### src/rtl/addsub_arbiter.sv
// addsub_arbiter: round-robin sequencer sharing one 32-bit add/sub unit between two requesters.
// One op in flight: IDLE accepts, EXEC drives the unit, RESP holds the registered result.
module addsub_arbiter #(
  parameter int WIDTH = 32
) (
  input  logic             clk,
  input  logic             rst_n,
  input  logic             p0_valid,
  output logic             p0_ready,
  input  logic             p0_sub,
  input  logic [WIDTH-1:0] p0_a,
  input  logic [WIDTH-1:0] p0_b,
  input  logic             p1_valid,
  output logic             p1_ready,
  input  logic             p1_sub,
  input  logic [WIDTH-1:0] p1_a,
  input  logic [WIDTH-1:0] p1_b,
  output logic [WIDTH-1:0] unit_a,
  output logic [WIDTH-1:0] unit_b,
  output logic             unit_sub,
  input  logic [WIDTH-1:0] unit_result,
  input  logic             unit_cout,
  output logic             rsp_valid,
  input  logic             rsp_ready,
  output logic             rsp_id,
  output logic [WIDTH-1:0] rsp_data,
  output logic             rsp_cout
);
  typedef enum logic [1:0] {IDLE, EXEC, RESP} state_t;
  state_t           r_state;
  logic             r_last_id;
  logic             r_id;
  logic             r_sub;
  logic [WIDTH-1:0] r_a;
  logic [WIDTH-1:0] r_b;
  logic             w_req;
  logic             w_sel;
  logic             w_idle;
  assign w_req  = p0_valid || p1_valid;
  // a tie goes to the port that did not win last time
  assign w_sel  = (p0_valid && p1_valid) ? ~r_last_id : p1_valid;
  assign w_idle = rst_n && (r_state == IDLE) && w_req;
  assign p0_ready = w_idle && !w_sel;
  assign p1_ready = w_idle && w_sel;
  assign unit_a   = r_a;
  assign unit_b   = r_b;
  assign unit_sub = r_sub;
  always_ff @(posedge clk or negedge rst_n) begin
    if (!rst_n) begin
      r_state   <= IDLE;
      r_last_id <= 1'b1;
      r_id      <= 1'b0;
      r_sub     <= 1'b0;
      r_a       <= '0;
      r_b       <= '0;
      rsp_valid <= 1'b0;
      rsp_id    <= 1'b0;
      rsp_data  <= '0;
      rsp_cout  <= 1'b0;
    end else begin
      case (r_state)
        IDLE: if (w_req) begin
          r_a       <= w_sel ? p1_a : p0_a;
          r_b       <= w_sel ? p1_b : p0_b;
          r_sub     <= w_sel ? p1_sub : p0_sub;
          r_id      <= w_sel;
          r_last_id <= w_sel;
          r_state   <= EXEC;
        end
        EXEC: begin
          rsp_data  <= unit_result;
          rsp_cout  <= unit_cout;
          rsp_id    <= r_id;
          rsp_valid <= 1'b1;
          r_state   <= RESP;
        end
        RESP: if (rsp_ready) begin
          rsp_valid <= 1'b0;
          r_state   <= IDLE;
        end
        default: r_state <= IDLE;
      endcase
    end
  end
endmodule

### config.mk
export PLATFORM = sky130hd
export DESIGN_NAME = addsub_arbiter
export DESIGN_NICKNAME = d
export VERILOG_FILES = /design/src/rtl/addsub_arbiter.sv
export SDC_FILE = /design/constraint.sdc
export NUM_CORES = 1
export LEC_CHECK = 0
export ABC_AREA = 1
export ABC_CLOCK_PERIOD_IN_PS = 3500
export CAP_MARGIN = 20
export CORE_MARGIN = 4
export CORE_UTILIZATION = 40
export CTS_CLUSTER_SIZE = 16
export DETAILED_ROUTE_END_ITERATION = 12
export DONT_BUFFER_PORTS = 1
export HOLD_SLACK_MARGIN = 0.06
export PLACE_DENSITY = 0.52
export RECOVER_POWER = 50
export SYNTH_ARGS = -nofsm -noshare
export SYNTH_HDL_FRONTEND = slang
export SYNTH_SLANG_ARGS = --single-unit
### constraint.sdc
create_clock -name clk -period 3.5 [get_ports clk]
set_clock_uncertainty 0.2 [all_clocks]
set_input_delay 0.525 -clock clk [delete_from_list [all_inputs] [get_ports clk]]
set_output_delay 0.525 -clock clk [all_outputs]
set_load 0.01 [all_outputs]
==> metrics.csv, run 1 <==
stage,metric,value,unit
power,p_total,0.00521,W
setup_path,rr_startpoint,r_last_id$_DFFE_PN1P_,
setup_path,crit_path_end_kind,output port,
grt,grt-ovfl-total,0,
setup_path,start_kind,flip-flop,
synthesis,synthAdderAreaFrac,0,
die,row_count,41,
drt,wl_per_cell,15.7,um
setup_path,crit_type,reg2out,
synthesis,synth_top_area_frac,0.495,
clock_tree,clock-sinks,104,
synthesis,synth_compound_area_frac,0.00385,
clock_tree,root_buffer,clkbuf_16,
synthesis,synthTopCellsByCount,"nand2_1, inv_1, nand3_1",
grt,grt_pass1_vias,4192,
setup_path,crit_buf_inv,1,
synthesis,synth-simple-area-share,0.352,
clock_tree,ctsResizeCount,0,
setup_path,reg2reg_slack,1.64,ns
timing,fin_hold_ws,0.0996,ns
run,maxCapViolCount,0,
finish,n_antenna_cell,0,
timing,rsz0062_at_grt,no,
setup_path,cp_cell_sequence,"nand2_2, nand2_2, inv_1, nor3_1",
setup_path,critical-path-max-stage-delay,0.54,ns
power,ir_drop,0.292,mV
finish,final_nets,872,
drt,antenna_left,0,
setup_path,cp.arrival,1.48,ns
grt,grt_use_total,0.182,
die,io_pins,270,
drt,vias,4320,
drt,firstDrtPassIters,7,
power,powerDensity,927,nW/um2
die,die_h,122,um
timing,fin_crit,2.20,ns
clock_tree,cts_buffer_depth,2,
synthesis,synth_area,5200,um2
timing,setup_viol,0,
synthesis,synth.avg_cell_area,7.16,um2
die,fp.dieW,122,um
timing,finalHoldViolations,0,
clock_tree,numCtsBuffers,9,
grt,grt_max_degree,105,
synthesis,syn_inst,727,
setup_path,crit_slowest_cell,dfstp_2,
synthesis,yosys.area.top_type,dfrtp_1,
clock_tree,htreeDepth,3,
placed_design,dp_hpwl,9.64,mm
timing,tns,0,ns
die,start_util,0.411,
min_path,hold_class,in2reg,
setup_path,crit_start,r_last_id$_DFFE_PN1P_,
synthesis,synthMuxAreaShare,0,
synthesis,synth.area.top_cells,"dfrtp_1, nand2_1, nand3_1",
power,power.leakage,3.35,nW
synthesis,yosysSeqAreaShare,0.500,
setup_path,cp_common_cell,nand2_2,
setup_path,path_delay_family,simple AND/OR/NAND/NOR gates,
drt,drcViolationCount,0,
clock_tree,clk_pin_slew,0.06,ns
synthesis,async_reset_ff_frac,1.00,
finish,area.growth.synth_to_final,7.96,%
synthesis,yosysWarnings,0,
clock_tree,clock_latency,0.34,ns
grt,antenna_found_initial,0,
synthesis,synth_nets,895,
drt,totalWireLength,13.9,mm
setup_path,required,2.77,ns
timing,slew_violations,0,
run_status,status,finished clean,
timing,worst_pin_slew,1.42,ns
timing,maxSlewHeadroom,0.0553,
clock_tree,cts_setup_buffers,0,
setup_path,rr_worst_depth,6,
grt,grt_pass1_wl,21.2,mm
timing,fmax,0.454,GHz
min_path,hold_path_depth,1,
placed_design,place.gp.congestion,0.806,
setup_path,cp_num_cells,4,
min_path,hp-start,rsp_ready,
synthesis,synth_most_common_cell,nand2_1,
finish,nFillCells,1349,
die,dieArea,14900,um2
timing,period_share,0.630,
placed_design,io_buffer_count,0,
finish,final_layout_size_suffix_gt1_frac,0.0494,
die,design.core.area,12700,um2
synthesis,synth_top_family_by_area,simple AND/OR/NAND/NOR gates,
clock_tree,cts_tree,built,
synthesis,synth_cell_type_count,16,
synthesis,synth_flop_cell,dfrtp_1,
setup_path,worstPathMaxFanout,2,
drt,viasPerCell,4.90,
synthesis,ys_ff_latch,104,
drt,drt_iter0_drc,271,
synthesis,synth-xor-area-share,0,
synthesis,synth_edf_count,0,
-- cells in the final DEF (no fill, tap or decap) --
cell / n
nand2_1: 299
inv_1: 134
nand3_1: 131
dfrtp_1: 103
clkbuf_16: 9
inv_2: 5
nand2_2: 4
o21ai_0: 4
buf_4: 4
bufinv_16: 3
nor2_2: 2
clkbuf_8: 2
nor3_1: 1
nor2_1: 1
nor2_4: 1
clkinvlp_4: 1
clkinv_2: 1
clkbuf_4: 1
dlygate4sd3_1: 1
buf_12: 1
dfstp_2: 1
-- stage by stage --
step                std cells  worst slack [ns]   util  area (um2)
floorplan                 727              1.58      -        5200
global placement          863              1.62  0.414        5250
detailed placement        863              1.60  0.414        5250
CTS                       881              1.25  0.445        5640
global route              881              1.02  0.443        5620
finish                    881              1.30  0.443        5620
-- layout make-up --
cell class,count,area (um2),area share
Clock buffer,11,253,0.0450
Tap cell,172,215,0.0383
Sequential cell,104,2600,0.463
Inverter,139,522,0.0929
Timing Repair Buffer,7,67.6,0.0120
Multi-Input combinational cell,443,1860,0.330
Clock inverter,5,103,0.0183
-- worst paths after layout --
check                                          end
setup reg to reg              unit_sub$_DFFE_PN0P_
min in group asynchronous  rsp_data[7]$_DFFE_PN0P_
hold / removal              r_state[1]$_DFFE_PN0P_
max in group asynchronous   unit_b[17]$_DFFE_PN0P_
setup / recovery                          p0_ready
hold reg to reg              r_last_id$_DFFE_PN1P_
-- where the power goes --
part	internal, W	total, W	switching (W)
sequential	0.00182	0.00258	0.000765
combinational	0.000485	0.00147	0.000982
clock	0.000736	0.00116	0.000423
-- routing by layer --
| metal | global-route usage | vias to the layer above | share of wire |
|---|---|---|---|
| li1 | - | 2102 | - |
| met4 | 0.0728 | 0 | 0.022 |
| met1 | 0.217 | 2008 | 0.39 |
| met2 | 0.298 | 188 | 0.47 |
| met5 | 0 | - | 0 |
| met3 | 0.0669 | 22 | 0.11 |
-- cells by family after synthesis --
kind of cell	count (synthesis)
flip-flops	104
buffers and inverters	180
AO/OA/AOI/OAI	4
AND/OR/NAND/NOR	439
-- what timing repair did --
item                                    in CTS  in global routing
endpoints found under the hold margin      104                  0
hold buffers                                 2                  0
endpoints found under the setup margin       0                  0
-- flip-flops by register name (all words and copies together) (netlist names), 2 cells and up --
signal and cells:
r_state 2, rsp_data 32, unit_a 32, unit_b 32
Power figures use the tool's default switching activity.
==> run 2, diff against run 1 <==
ABC_CLOCK_PERIOD_IN_PS = 2200   (was 3500)
clock period = 2.2 ns   (was 3.5 ns; I/O delays follow)
==> run 2 against run 1 <==
Net effect:
- the flow now finishes with violations (hold timing)
- non-clock buffer count grew 170
- largest cell class unchanged
- sequential share of layout area shrank 11 points
- highest routed layer unchanged
- via count grew 20%
- count of clock-buffer cells in the layout shrank 1
- critical endpoint is now unit_b[24]$_DFFE_PN0P_
- register-to-register slack lost 1.5 ns
==> metrics.csv, run 2 (synthesized netlist as in run 1, its figures left out) <==
stage,metric,value,unit,change
setup_path,worstPathMaxFanout,65,,+63
finish,design_area,7330,um2,+30%
grt,antenna_found_initial,0,,unchanged
grt,grt_pass1_wl,25.6,mm,+21%
min_path,hold_class,in2async,,
timing,fin_crit,2.06,ns,
die,io_pins,270,,unchanged
clock_tree,cts_tree,built,,
timing,finalHoldViolations,104,,+104
grt,grt_max_degree,106,,+0.95%
die,design.core.area,12700,um2,unchanged
finish,final_nets,1042,,+19%
drt,vias,5205,,+20%
timing,period_share,0.934,,
setup_path,crit_type,reg2reg,,
setup_path,start_kind,flip-flop,,
finish,nFillCells,1130,,-16%
placed_design,placedCellCount,870,,+0.81%
power,power.leakage,4.02,nW,+20%
run_status,status,"finished, violations left",,
finish,layout_common_cells,"nand2_1, dlygate4sd3_1, inv_1",,
placed_design,io_buffer_count,0,,unchanged
finish,final_common_cell,nand2_1,,
finish,regArea,2600,um2,unchanged
grt,grt_pass1_vias,5286,,+26%
grt,grt_use_total,0.219,,+0.0373
setup_path,crit_path_end_kind,flip-flop,,
run,maxCapViolCount,0,,unchanged
power,ir_drop,0.474,mV,+63%
timing,worst_pin_slew,0.569,ns,-0.848 ns
clock_tree,clock-sinks,104,,unchanged
finish,multi_input_area,1860,um2,unchanged
finish,n_antenna_cell,0,,unchanged
finish,final_layout_size_suffix_gt1_frac,0.0478,,-0.00158
clock_tree,clock_latency,0.35,ns,about the same
setup_path,required,2.24,ns,-0.53 ns
clock_tree,cts_buffer_depth,2,,unchanged
setup_path,crit_slowest_cell,dlygate4sd3_1,,
clock_tree,numCtsBuffers,9,,unchanged
timing,rsz0062_at_grt,no,,
timing,fin_hold_ws,-0.522,ns,-0.622 ns
drt,drcViolationCount,0,,unchanged
setup_path,critical-path-max-stage-delay,0.56,ns,+0.02 ns
run_status,failed_checks,hold timing,,
die,start_util,0.411,,unchanged
clock_tree,hold_buffers,165,,+163
timing,setup_viol,0,,unchanged
drt,totalWireLength,16.7,mm,+21%
clock_tree,clk_pin_slew,0.07,ns,about the same
setup_path,cp_cell_sequence,"nand2_2, buf_6, nand3_1, nand3_1, dlygate4sd3_1, nand2_1",,
timing,tns,0,ns,unchanged
finish,area.growth.synth_to_final,40.8,%,
timing,fmax,0.487,GHz,
placed_design,dp_hpwl,9.84,mm,+2.1%
grt,grt-ovfl-total,0,,unchanged
die,dieArea,14900,um2,unchanged
timing,slew_violations,0,,unchanged
die,row_count,41,,unchanged
drt,drt_iter0_drc,264,,-2.6%
die,die_h,122,um,unchanged
setup_path,cp_common_cell,nand3_1,,
clock_tree,htreeDepth,3,,unchanged
placed_design,dpl_cell_area,5290,um2,+0.76%
drt,firstDrtPassIters,5,,-2
drt,viasPerCell,4.95,,+1.0%
drt,antenna_left,0,,unchanged
drt,wl_per_cell,15.9,um,+1.0%
finish,final_cells,1051,,+19%
timing,maxSlewHeadroom,0.620,,+0.565
finish,fin_util,0.578,,+0.135
clock_tree,root_buffer,clkbuf_16,,
placed_design,place.gp.congestion,0.756,,-6.2%
die,fp.dieW,122,um,unchanged
setup_path,cp.arrival,2.09,ns,+0.61 ns
power,powerDensity,1230,nW/um2,+32%
-- run 2: repair_timing --
| item | CTS | global route |
|---|---|---|
| gates resized for setup | 0 | 1 |
| endpoints found under the hold margin | 204 | 104 |
| buffers inserted | 0 | 0 |
| setup endpoints to repair | 0 | 36 |
-- run 2: critical path, delay by kind of cell (launching register included) --
family                 cells  cell delay [ns]
buffers and inverters      2             0.97
DFF                        1             0.38
and+or+nand+nor            4             0.37
-- run 2: worst paths after layout --
kind / start / depth (start not counted) / end / slack [ns]
max in group asynchronous: rst_n / 0 / r_last_id$_DFFE_PN1P_ / 2.11
max reg2reg: r_last_id$_DFFE_PN1P_ / 6 / unit_b[24]$_DFFE_PN0P_ / 0.14
max: r_last_id$_DFFE_PN1P_ / 6 / unit_b[24]$_DFFE_PN0P_ / 0.14
min in group clk: p1_valid / 4 / r_last_id$_DFFE_PN1P_ / 0.09
min: rst_n / 0 / rsp_data[7]$_DFFE_PN0P_ / -0.52
min reg2reg: r_last_id$_DFFE_PN1P_ / 2 / r_last_id$_DFFE_PN1P_ / 0.28
-- run 2: power by group --
| group | switching [W] | leakage, nW | internal (W) |
|---|---|---|---|
| sequential | 0.00122 | 1.27 | 0.00289 |
| combinational | 0.00170 | 2.57 | 0.00122 |
| clock | 0.000708 | 0.182 | 0.00125 |
| total | 0.00363 | 4.02 | 0.00536 |
-- run 2: cell type report --
| cell class | instances | area share |
|---|---|---|
| sequential | 104 | 0.355 |
| multi-input combinational | 443 | 0.253 |
| timing repair buffer | 177 | 0.241 |
| inverter | 139 | 0.0712 |
| clock inverter | 6 | 0.0178 |
| clock buffer | 10 | 0.0326 |
| tap | 172 | 0.0294 |
-- run 2: per-stage QoR --
stage	setup WS, ns	power (W)
after floorplan	0.487	0.00583
after global placement	0.566	0.00643
after detailed placement	0.532	0.00652
after CTS	0.0222	0.00901
after global routing	0.0430	0.00964
final	0.145	0.00899
-- run 2: layer usage --
| metal | track usage | part of all wire |
|---|---|---|
| met2 | 0.373 | 0.49 |
| met1 | 0.243 | 0.38 |
| met4 | 0.121 | 0.038 |
| met3 | 0.0669 | 0.092 |
| met5 | 0 | 0 |
